File: config.mk
export PLATFORM = sky130hd
export DESIGN_NAME = pending_encoder16x4
export DESIGN_NICKNAME = d
export VERILOG_FILES = /design/src/rtl/pending_encoder16x4.sv
export SDC_FILE = /design/constraint.sdc
export NUM_CORES = 1
export LEC_CHECK = 0
export CORE_MARGIN = 8
export CORE_UTILIZATION = 48
export CTS_CLUSTER_DIAMETER = 120
export CTS_CLUSTER_SIZE = 12
export DETAILED_ROUTE_END_ITERATION = 16
export GPL_TIMING_DRIVEN = 0
export PLACE_DENSITY = 0.76
export SYNTH_ARGS = -nofsm -noshare
export SYNTH_HDL_FRONTEND = slang
export SYNTH_SLANG_ARGS = --single-unit
File: constraint.sdc
create_clock -name clk -period 4.85 [get_ports clk]
set_input_delay 0.97 -clock clk [delete_from_list [all_inputs] [get_ports clk]]
set_output_delay 0.97 -clock clk [all_outputs]
set_load 0.05 [all_outputs]
File: src/rtl/pending_encoder16x4.sv
// pending_encoder16x4: sticky 16-line pending register drained as a 4-bit index stream over valid/ready.
// Optional ENC_ROUND_ROBIN_EN selects rotating priority instead of fixed lowest-index priority.
module pending_encoder16x4 #(
  parameter int N_IN   = 16,
  parameter int CODE_W = 4
) (
  input  logic              clk,
  input  logic              rst,
  input  logic              en,
  input  logic [N_IN-1:0]   input1,
  output logic [CODE_W-1:0] output1,
  output logic              valid,
  input  logic              ready,
  output logic [CODE_W:0]   pend_cnt
);
  typedef enum logic {EMPTY, FULL} state_t;
  state_t state, state_n;
  logic [N_IN-1:0] pending, pending_n, moved;
  logic [CODE_W-1:0] sel;
  logic [CODE_W:0] cnt_n;
  logic load;
`ifdef ENC_ROUND_ROBIN_EN
  logic [CODE_W-1:0] ptr, k;
  // scan offsets high to low so the smallest offset from ptr wins
  always_comb begin
    sel = '0;
    k = '0;
    for (int i = N_IN - 1; i >= 0; i--) begin
      k = ptr + CODE_W'(i);
      if (pending[k]) sel = k;
    end
  end
  always_ff @(posedge clk)
    if (rst) ptr <= '0;
    else if (load) ptr <= sel + 1'b1;
`else
  always_comb begin
    sel = '0;
    for (int i = N_IN - 1; i >= 0; i--)
      if (pending[i]) sel = CODE_W'(i);
  end
`endif
  always_comb begin
    load = |pending && (state == EMPTY || ready);
    state_n = (load || (state == FULL && !ready)) ? FULL : EMPTY;
    moved = load ? (N_IN'(1) << sel) : '0;
    pending_n = (pending & ~moved) | ({N_IN{en}} & input1);
    cnt_n = '0;
    for (int i = 0; i < N_IN; i++)
      cnt_n = cnt_n + (CODE_W + 1)'(pending_n[i]);
  end
  always_ff @(posedge clk)
    if (rst) begin
      state    <= EMPTY;
      pending  <= '0;
      output1  <= '0;
      pend_cnt <= '0;
    end else begin
      state    <= state_n;
      pending  <= pending_n;
      pend_cnt <= cnt_n;
      if (load) output1 <= sel;
    end
  assign valid = (state == FULL);
endmodule

# == Word level (Yosys, flattened, before mapping) ==
# Index checks and enable logic that the tools add are counted.
# op_classes
addsub,15
shifts,1
n_mux,18
bitwise,5
reduce_logical,6
# ops
operator,n
$mux 4,16
$add 5x1->5,11
$and 16x16->16,2
$mux 16,1
$not 16->16,1
$or 16x16->16,1
$reduce_or 16->1,1
$shl 1x4->16 const A,1
$add 4x1->5,1
$add 3x1->4,1
$add 2x1->3,1
$add 1x1->2,1
$logic_and 1x1->1,2
$logic_or 1x1->1,2
$logic_not 1->1,1
$mux 1,1
$not 1->1,1
# totals
regBits,26
in_bits,20
out_inout_bits,10
wordCells,49

# == Longest topological paths before layout ==
# Gate-level depths: netlist of the first run.
# logic_depth
ltp_word,36
mapped_depth,19
mapped_depth_nobuf,18

# == Worst setup path after synthesis of the first run ==
# Ideal clock, no wire load.
# synth_timing
path_kind,input to register
from,input en
to,register pend_cnt[3]
arrival_ps,4566
path_slack_ps,156
stages,14
n_path_buf,2
path_cell_list,clkbuf_1 > clkbuf_1 > a21oi_1 > a31o_2 > fa_1 > fa_1 > fa_1 > fa_1 > inv_1 > ha_1 > a21o_1 > a21oi_1 > xor2_1 > nor2_1
# synth_between
elab_chain_len,17
# synth_rtl
item,line,rtl
start: declaration,9,"input logic en,"
$and 16x16->16 *,47,pending_n = (pending & ~moved) | ({N_IN{en}} & input1);
$or 16x16->16 *,47,
$add 1x1->2,50,cnt_n = cnt_n + (CODE_W + 1)'(pending_n[i]);
$add 2x1->3,50,
$add 3x1->4,50,
$add 4x1->5,50,
$add 5x1->5 (10 in a row),50,
$add 5x1->5 *,50,
end signal: assignment,61,pend_cnt <= cnt_n;
end: declaration,14,output logic [CODE_W:0] pend_cnt
# Mark *: on every way between the ends. The rest lies on a longest branch, timed or not.
# A chain may end at the register's enable or synchronous reset.

# == Final worst setup path of the first run ==
# layout_timing
from,register pending[9]
to,register pend_cnt[4]
# layout_rtl
item,line,rtl
start: declaration,18,"logic [N_IN-1:0] pending, pending_n, moved;"
start signal: assignment,60,pending <= pending_n;
$mux 4 (10 in a row),40,if (pending[i]) sel = CODE_W'(i);
$shl 1x4->16,46,moved = load ? (N_IN'(1) << sel) : '0;
$mux 16 *,46,
$not 16->16 *,47,
$and 16x16->16 *,47,
$or 16x16->16 *,47,
named net pending_n[7],18,
$add 5x1->5 * (9 in a row),50,
# The timed path passes the listed nets; every way through them passes the cells marked *.

==> flow_metrics.env, run 1 <==
export IMPL_synth_ff_type="dfxtp_1"
export IMPL_synth_area_leaders="dfxtp_1 (29%), fa_1 (11%), a21oi_1 (7.3%)"
export IMPL_dr_pass1_iters=4
export IMPL_power_internal_mw=0.555
export IMPL_io_pins=30
export IMPL_relSlewSlack=0.499
export IMPL_cts_hold_buf=0
export IMPL_grt_max_degree=14
export IMPL_dieHeight_um=77.1
export IMPL_outcome="finished, final reports clean"
export IMPL_preCtsSetupSlack_ns=-0.632
export IMPL_finalWorstSetupSlack_ns=0.140
export IMPL_die_x_um=77.1
export IMPL_power_switching_mw=0.406
export IMPL_max_freq_mhz=212
export IMPL_placed_area_um2=2120
export IMPL_startpoint_type="register"
export IMPL_required_ns=5.05
export IMPL_area_growth_pct=29.2
export IMPL_tightest_slew_ns=0.746
export IMPL_wl_per_cell_um=16.4
export IMPL_synth_top_area_frac=0.291
export IMPL_fin_crit_ns=4.71
export IMPL_clkTransAtPathRegs_ns=0.09
export IMPL_clock_skew_ns=0.00332
export IMPL_cts_sinks=26
export IMPL_portBuffers=27
export IMPL_synth_distinct_cells=49
export IMPL_drv_slew=0
export IMPL_cts_buffers=3
export IMPL_cp_max_fo=6
export IMPL_rows=22
export IMPL_hold_viol=0
export IMPL_vias_per_cell=5.73
export IMPL_final_cell_mix="clkdlybuf4s50_1 (25), a21oi_1 (20), dfxtp_1 (20)"
export IMPL_syn_avg_cell_area_um2=9.28
export IMPL_final_setup_viol_count=0
export IMPL_die_area_um2=5940
export IMPL_vias=1600
export IMPL_first_iter_violations=85
export IMPL_yosys_warnings=0
export IMPL_powerDensity_nw_per_um2=415
export IMPL_first_global_vias=1701
export IMPL_synth_edf_count=0
export IMPL_async_flop_share=0
export IMPL_clkPwrFrac=0.130
export IMPL_root_buffer="clkbuf_8"
export IMPL_worstPathArrival_ns=4.91
export IMPL_antenna_left=0
export IMPL_clk_latency_ns=0.27
export IMPL_clk_path_buf_depth=2
export IMPL_synth_cells=193
export IMPL_gp_congestion=0.895
export IMPL_min_path_type="register to register"
export IMPL_final_cell_area_um2=2310
export IMPL_grtUsageTotal=0.162
export IMPL_drc=0
export IMPL_antenna_found_initial=0
export IMPL_diodes=0
export IMPL_synth_top_area_cell="dfxtp_1"
export IMPL_swShare=0.422
export IMPL_nets=268
export IMPL_final_period_utilization=0.971
export IMPL_hpwl_mm=3.57
export IMPL_core_um2=3630
export IMPL_worstSetupPathType="register to register"
export IMPL_start_util=0.493
export IMPL_synthesis_nets=228
export IMPL_max_cap_violations=0
export IMPL_synth_seq_cells=26
export IMPL_comb_power_share=0.593
export IMPL_synthesis_area_um2=1790
export IMPL_drt_total_wl_mm=4.58
export IMPL_synth_seq_area_share=0.291
export IMPL_cp_end_kind="register"
export IMPL_overflow=0
export IMPL_seq_power_share=0.277
export IMPL_grt_pass1_wl_mm=7.84
export IMPL_ir_worst_vdd_mv=0.377
export IMPL_cts_tree="built"
export IMPL_h_tree_depth=1
export IMPL_final_common_cell="clkdlybuf4s50_1"
export IMPL_p_leak_nw=0.919
export IMPL_drive_gt1_frac=0.264
==> worst paths after layout <==
| kind | endpoint | startpoint | slack, ns | depth (start not counted) |
|---|---|---|---|---|
| min reg2reg | output1[0] | output1[0] | 0.46 | 2 |
| min | output1[0] | output1[0] | 0.46 | 2 |
| max reg2reg | pend_cnt[4] | pending[9] | 0.14 | 18 |
| max | pend_cnt[4] | pending[9] | 0.14 | 18 |
==> metal layers <==
metal  part of all wire  global-route usage
met1               0.42               0.185
met2               0.50               0.281
met3              0.052              0.0431
met4              0.022              0.0566
met5                  0                   0
==> Yosys cell counts, types with 4 or more instances <==
cell type   n
nand2_1    18
inv_1      14
a21oi_1    26
nor2b_1     5
fa_1       10
and2_1      4
ha_1        5
clkbuf_1    6
o21ai_0     4
a211oi_2    4
a211oi_1    6
dfxtp_1    26
nor2_1     12
==> cell families after synthesis <==
kind of cell	after synthesis	synth area share
buffers and inverters	22	0.0461
DFF	26	0.291
AOI/OAI and AO/OA	71	0.329
and+or+nand+nor	57	0.178
adders and majority gates	15	0.147
xor gates and xnor gates	2	0.00979
==> power by group through the flow <==
stage,combinational (mW),clock (mW),sequential (mW)
2_1_floorplan,0.332,0,0.323
3_3_place_gp,0.497,0,0.268
3_5_place_dp,0.513,0,0.269
4_1_cts,0.548,0.128,0.264
5_1_grt,0.646,0.137,0.270
6_report,0.570,0.125,0.266
==> worst max-delay path, cell delays in order, from the launching register on <==
cell and delay, ns:
dfxtp_1 0.37, or2_0 0.25, a211oi_2 0.34, a211oi_2 0.17
a211oi_2 0.22, buf_4 0.18, a21oi_2 0.07, fa_1 0.57
inv_1 0.06, fa_1 0.48, fa_1 0.54, fa_1 0.41
inv_1 0.07, ha_2 0.18, inv_1 0.06, fa_2 0.39
inv_1 0.06, a21oi_1 0.05, nor3b_1 0.17
==> timing repair <==
action,CTS,global route
setup buffers,3,5
gates resized for setup,10,21
pin swaps,9,14
endpoints found under the setup margin,4,4
gates cloned,0,0
==> cell type report <==
class	instances	area, µm²
Buffer	7	30.0
Clock buffer	3	41.3
Fill cell	341	1320
Inverter	15	56.3
Multi-Input combinational cell	145	1260
Sequential cell	26	528
Tap cell	48	60.1
Timing Repair Buffer	35	335
==> flip-flops by register name, summed over array words and instances, names as in the netlist <==
name / cells
pending: 16
valid: 1
pend_cnt: 5
output1: 4
==> stage by stage <==
step	power [mW]	hold slack [ns]	std cells	util	TNS [ns]
2_1_floorplan	0.655	0.494	193	-	0
3_3_place_gp	0.765	0.443	268	0.584	-2.14
3_5_place_dp	0.782	0.447	268	0.584	-2.37
4_1_cts	0.940	0.460	274	0.608	0
5_1_grt	1.05	0.481	279	0.637	-0.141
6_report	0.960	0.455	279	0.637	0
Power figures use the tool's default switching activity.
==> run 2: changes to the inputs <==
--- a/config.mk
+++ b/config.mk
@@ -6,7 +6,7 @@
 export NUM_CORES = 1
 export LEC_CHECK = 0
 export CORE_MARGIN = 8
-export CORE_UTILIZATION = 48
+export CORE_UTILIZATION = 50
 export CTS_CLUSTER_DIAMETER = 120
 export CTS_CLUSTER_SIZE = 12
 export DETAILED_ROUTE_END_ITERATION = 16
==> constraint.sdc (replaced) <==
create_clock -name clk -period 4.9 [get_ports clk]
set_input_delay 0.98 -clock clk [delete_from_list [all_inputs] [get_ports clk]]
set_output_delay 0.98 -clock clk [all_outputs]
set_load 0.05 [all_outputs]
==> run 2 against run 1 <==
Core utilization grew 5.8 points. Design area grew 1.7%. Non-clock buffer count grew 6. Maximum frequency is essentially flat. Sequential power is essentially flat. Clock power grew 25%. Combinational power is essentially flat. Critical endpoint unchanged.
==> flow_metrics.env, run 2 (synthesis gave the netlist of run 1 again) <==
export IMPL_final_cell_mix="clkdlybuf4s50_1 (26), a21oi_1 (23), nand2_1 (18)"
export IMPL_relSlewSlack=0.500
export IMPL_crit_chain="or2_0 -> a211oi_2 -> a211o_2 -> a221oi_4 -> buf_4 -> a21oi_1 -> fa_1 -> inv_1 -> fa_1 -> fa_1 -> fa_1 -> inv_1 -> ha_2 -> inv_1 -> fa_2 -> inv_2 -> a21oi_1 -> nor3b_1"
export IMPL_power_switching_mw=0.413
export IMPL_max_freq_mhz=212
export IMPL_vias=1679
export IMPL_cts_tree="built"
export IMPL_root_buffer="clkbuf_4"
export IMPL_final_cell_area_um2=2350
export IMPL_worstHoldEndpoint="output1[0]"
export IMPL_clk_latency_ns=0.34
export IMPL_hpwl_mm=3.86
export IMPL_first_global_vias=1663
export IMPL_r2r_end="pend_cnt[4]"
export IMPL_ff2ff_setup_slack_ns=0.19
export IMPL_die_area_um2=5750
export IMPL_drive_gt1_frac=0.282
export IMPL_worstPathArrival_ns=4.99
export IMPL_wl_per_cell_um=18.0
export IMPL_cp_end_kind="register"
export IMPL_dieHeight_um=75.8
export IMPL_final_setup_viol_count=0
export IMPL_h_tree_depth=1
export IMPL_swShare=0.417
export IMPL_die_x_um=75.8
export IMPL_drv_slew=0
export IMPL_rows=21
export IMPL_overflow=0
export IMPL_worstSetupPathType="register to register"
export IMPL_reg2reg_depth=18
export IMPL_clk_path_buf_depth=2
export IMPL_cts_buffers=3
export IMPL_seq_power_share=0.268
export IMPL_cpPeakStageDelay_ns=0.55
export IMPL_diodes=0
export IMPL_p_leak_nw=0.955
export IMPL_io_pins=30
export IMPL_antenna_found_initial=0
export IMPL_max_cap_violations=0
export IMPL_drt_total_wl_mm=5.11
export IMPL_nets=274
export IMPL_powerDensity_nw_per_um2=421
export IMPL_regMostFlops="pending"
export IMPL_crit_path_top_delay_cell="fa_1"
export IMPL_clkTransAtPathRegs_ns=0.16
export IMPL_comb_power_share=0.575
export IMPL_clock_skew_ns=0.00853
export IMPL_cts_sinks=26
export IMPL_fin_crit_ns=4.71
export IMPL_cp_max_fo=6
export IMPL_final_period_utilization=0.962
export IMPL_hold_viol=0
export IMPL_ir_worst_vdd_mv=0.307
export IMPL_outcome="finished, final reports clean"
export IMPL_startpoint_type="register"
export IMPL_portBuffers=27
export IMPL_final_common_cell="clkdlybuf4s50_1"
export IMPL_grtUsageTotal=0.183
export IMPL_first_iter_violations=222
export IMPL_tightest_slew_ns=0.743
export IMPL_total_power_mw=0.990
export IMPL_largest_register_ffs=16
export IMPL_antenna_left=0
export IMPL_required_ns=5.18
export IMPL_core_um2=3390
export IMPL_area_growth_pct=31.4
export IMPL_crit_top_cell="fa_1"
export IMPL_grt_max_degree=16
export IMPL_whs_path_depth=2
export IMPL_gp_congestion=0.925
export IMPL_placed_area_um2=2120
export IMPL_drc=0
export IMPL_min_path_type="register to register"
export IMPL_worstReg2RegStart="pending[8]"
export IMPL_min_delay_start="output1[0]"
export IMPL_cts_hold_buf=0
export IMPL_clkPwrFrac=0.157
export IMPL_grt_pass1_wl_mm=8.04
export IMPL_vias_per_cell=5.91
export IMPL_power_internal_mw=0.577
export IMPL_start_util=0.528
export IMPL_reg_top3="pending x16, pend_cnt x5, output1 x4"
export IMPL_dr_pass1_iters=4
## run 2: changes by cell type in the layout (fill, tap and decap cells not counted), moves of 3 or more
cell / change
buf_4: +7
a21oi_1: +3
a21oi_2: -3
clkbuf_4: +3
clkbuf_8: -3
dfxtp_1: -3
dfxtp_2: +3
## run 2: metal layers
layer  global-route usage  wire length (µm)  vias up  share of wire
met5                    0                 0        -              0
met4               0.0554                42        0         0.0082
met3               0.0500               341        6          0.067
met2                0.315              2660       52           0.52
met1                0.216              2060      823           0.40
li1                     -                 -      798              -
## run 2: critical path: cells and delay by family (launching register included)
kind	cells	cell delay [ns]
compound gates	5	0.92
flops	1	0.42
fa+ha+maj	6	2.53
simple gates	2	0.36
buf+inv	5	0.42
## run 2: how the worst max path moves through the flow
stage	endpoint	cells past startpoint	from
final	pend_cnt[4]	18	pending[8]
after global routing	pend_cnt[4]	16	pending[2]
after CTS	pend_cnt[3]	15	ready
after detailed placement	pend_cnt[3]	15	ready
after global placement	pend_cnt[3]	15	ready
after floorplan	pend_cnt[3]	14	en
## run 2: what timing repair did
action / in CTS / in global routing
setup buffers: 1 / 13
setup endpoints to repair: 4 / 4
hold endpoints to repair: 0 / 0
cloned: 0 / 0
resized for setup: 5 / 24
pin swaps: 2 / 13
## run 2: power by group through the flow
| stage | clock (mW) | sequential, mW | combinational, mW |
|---|---|---|---|
| floorplan | 0 | 0.320 | 0.329 |
| global placement | 0 | 0.264 | 0.502 |
| detailed placement | 0 | 0.266 | 0.521 |
| CTS | 0.155 | 0.261 | 0.540 |
| global route | 0.164 | 0.269 | 0.640 |
| finish | 0.156 | 0.265 | 0.569 |
## run 2: final cells by class
cell class                 count  area (µm²)
sequential                    26         532
multi-input combinational    145        1250
clock inverter                 1        30.0
inverter                      15        56.3
fill                         263        1040
buffer                         7        30.0
tap                           46        57.6
timing repair buffer          41         378
clock buffer                   3        22.5
## run 2: per-stage QoR
step                 util  std cells  setup WS, ns  TNS, ns  hold WS, ns
global placement    0.625        266        -0.507    -1.96        0.452
CTS                 0.648        271        0.0161        0        0.480
global route        0.694        284       -0.0479  -0.0535        0.515
finish              0.694        284         0.188        0        0.478
detailed placement  0.625        266        -0.536    -2.01        0.460
floorplan               -        193         0.196        0        0.494
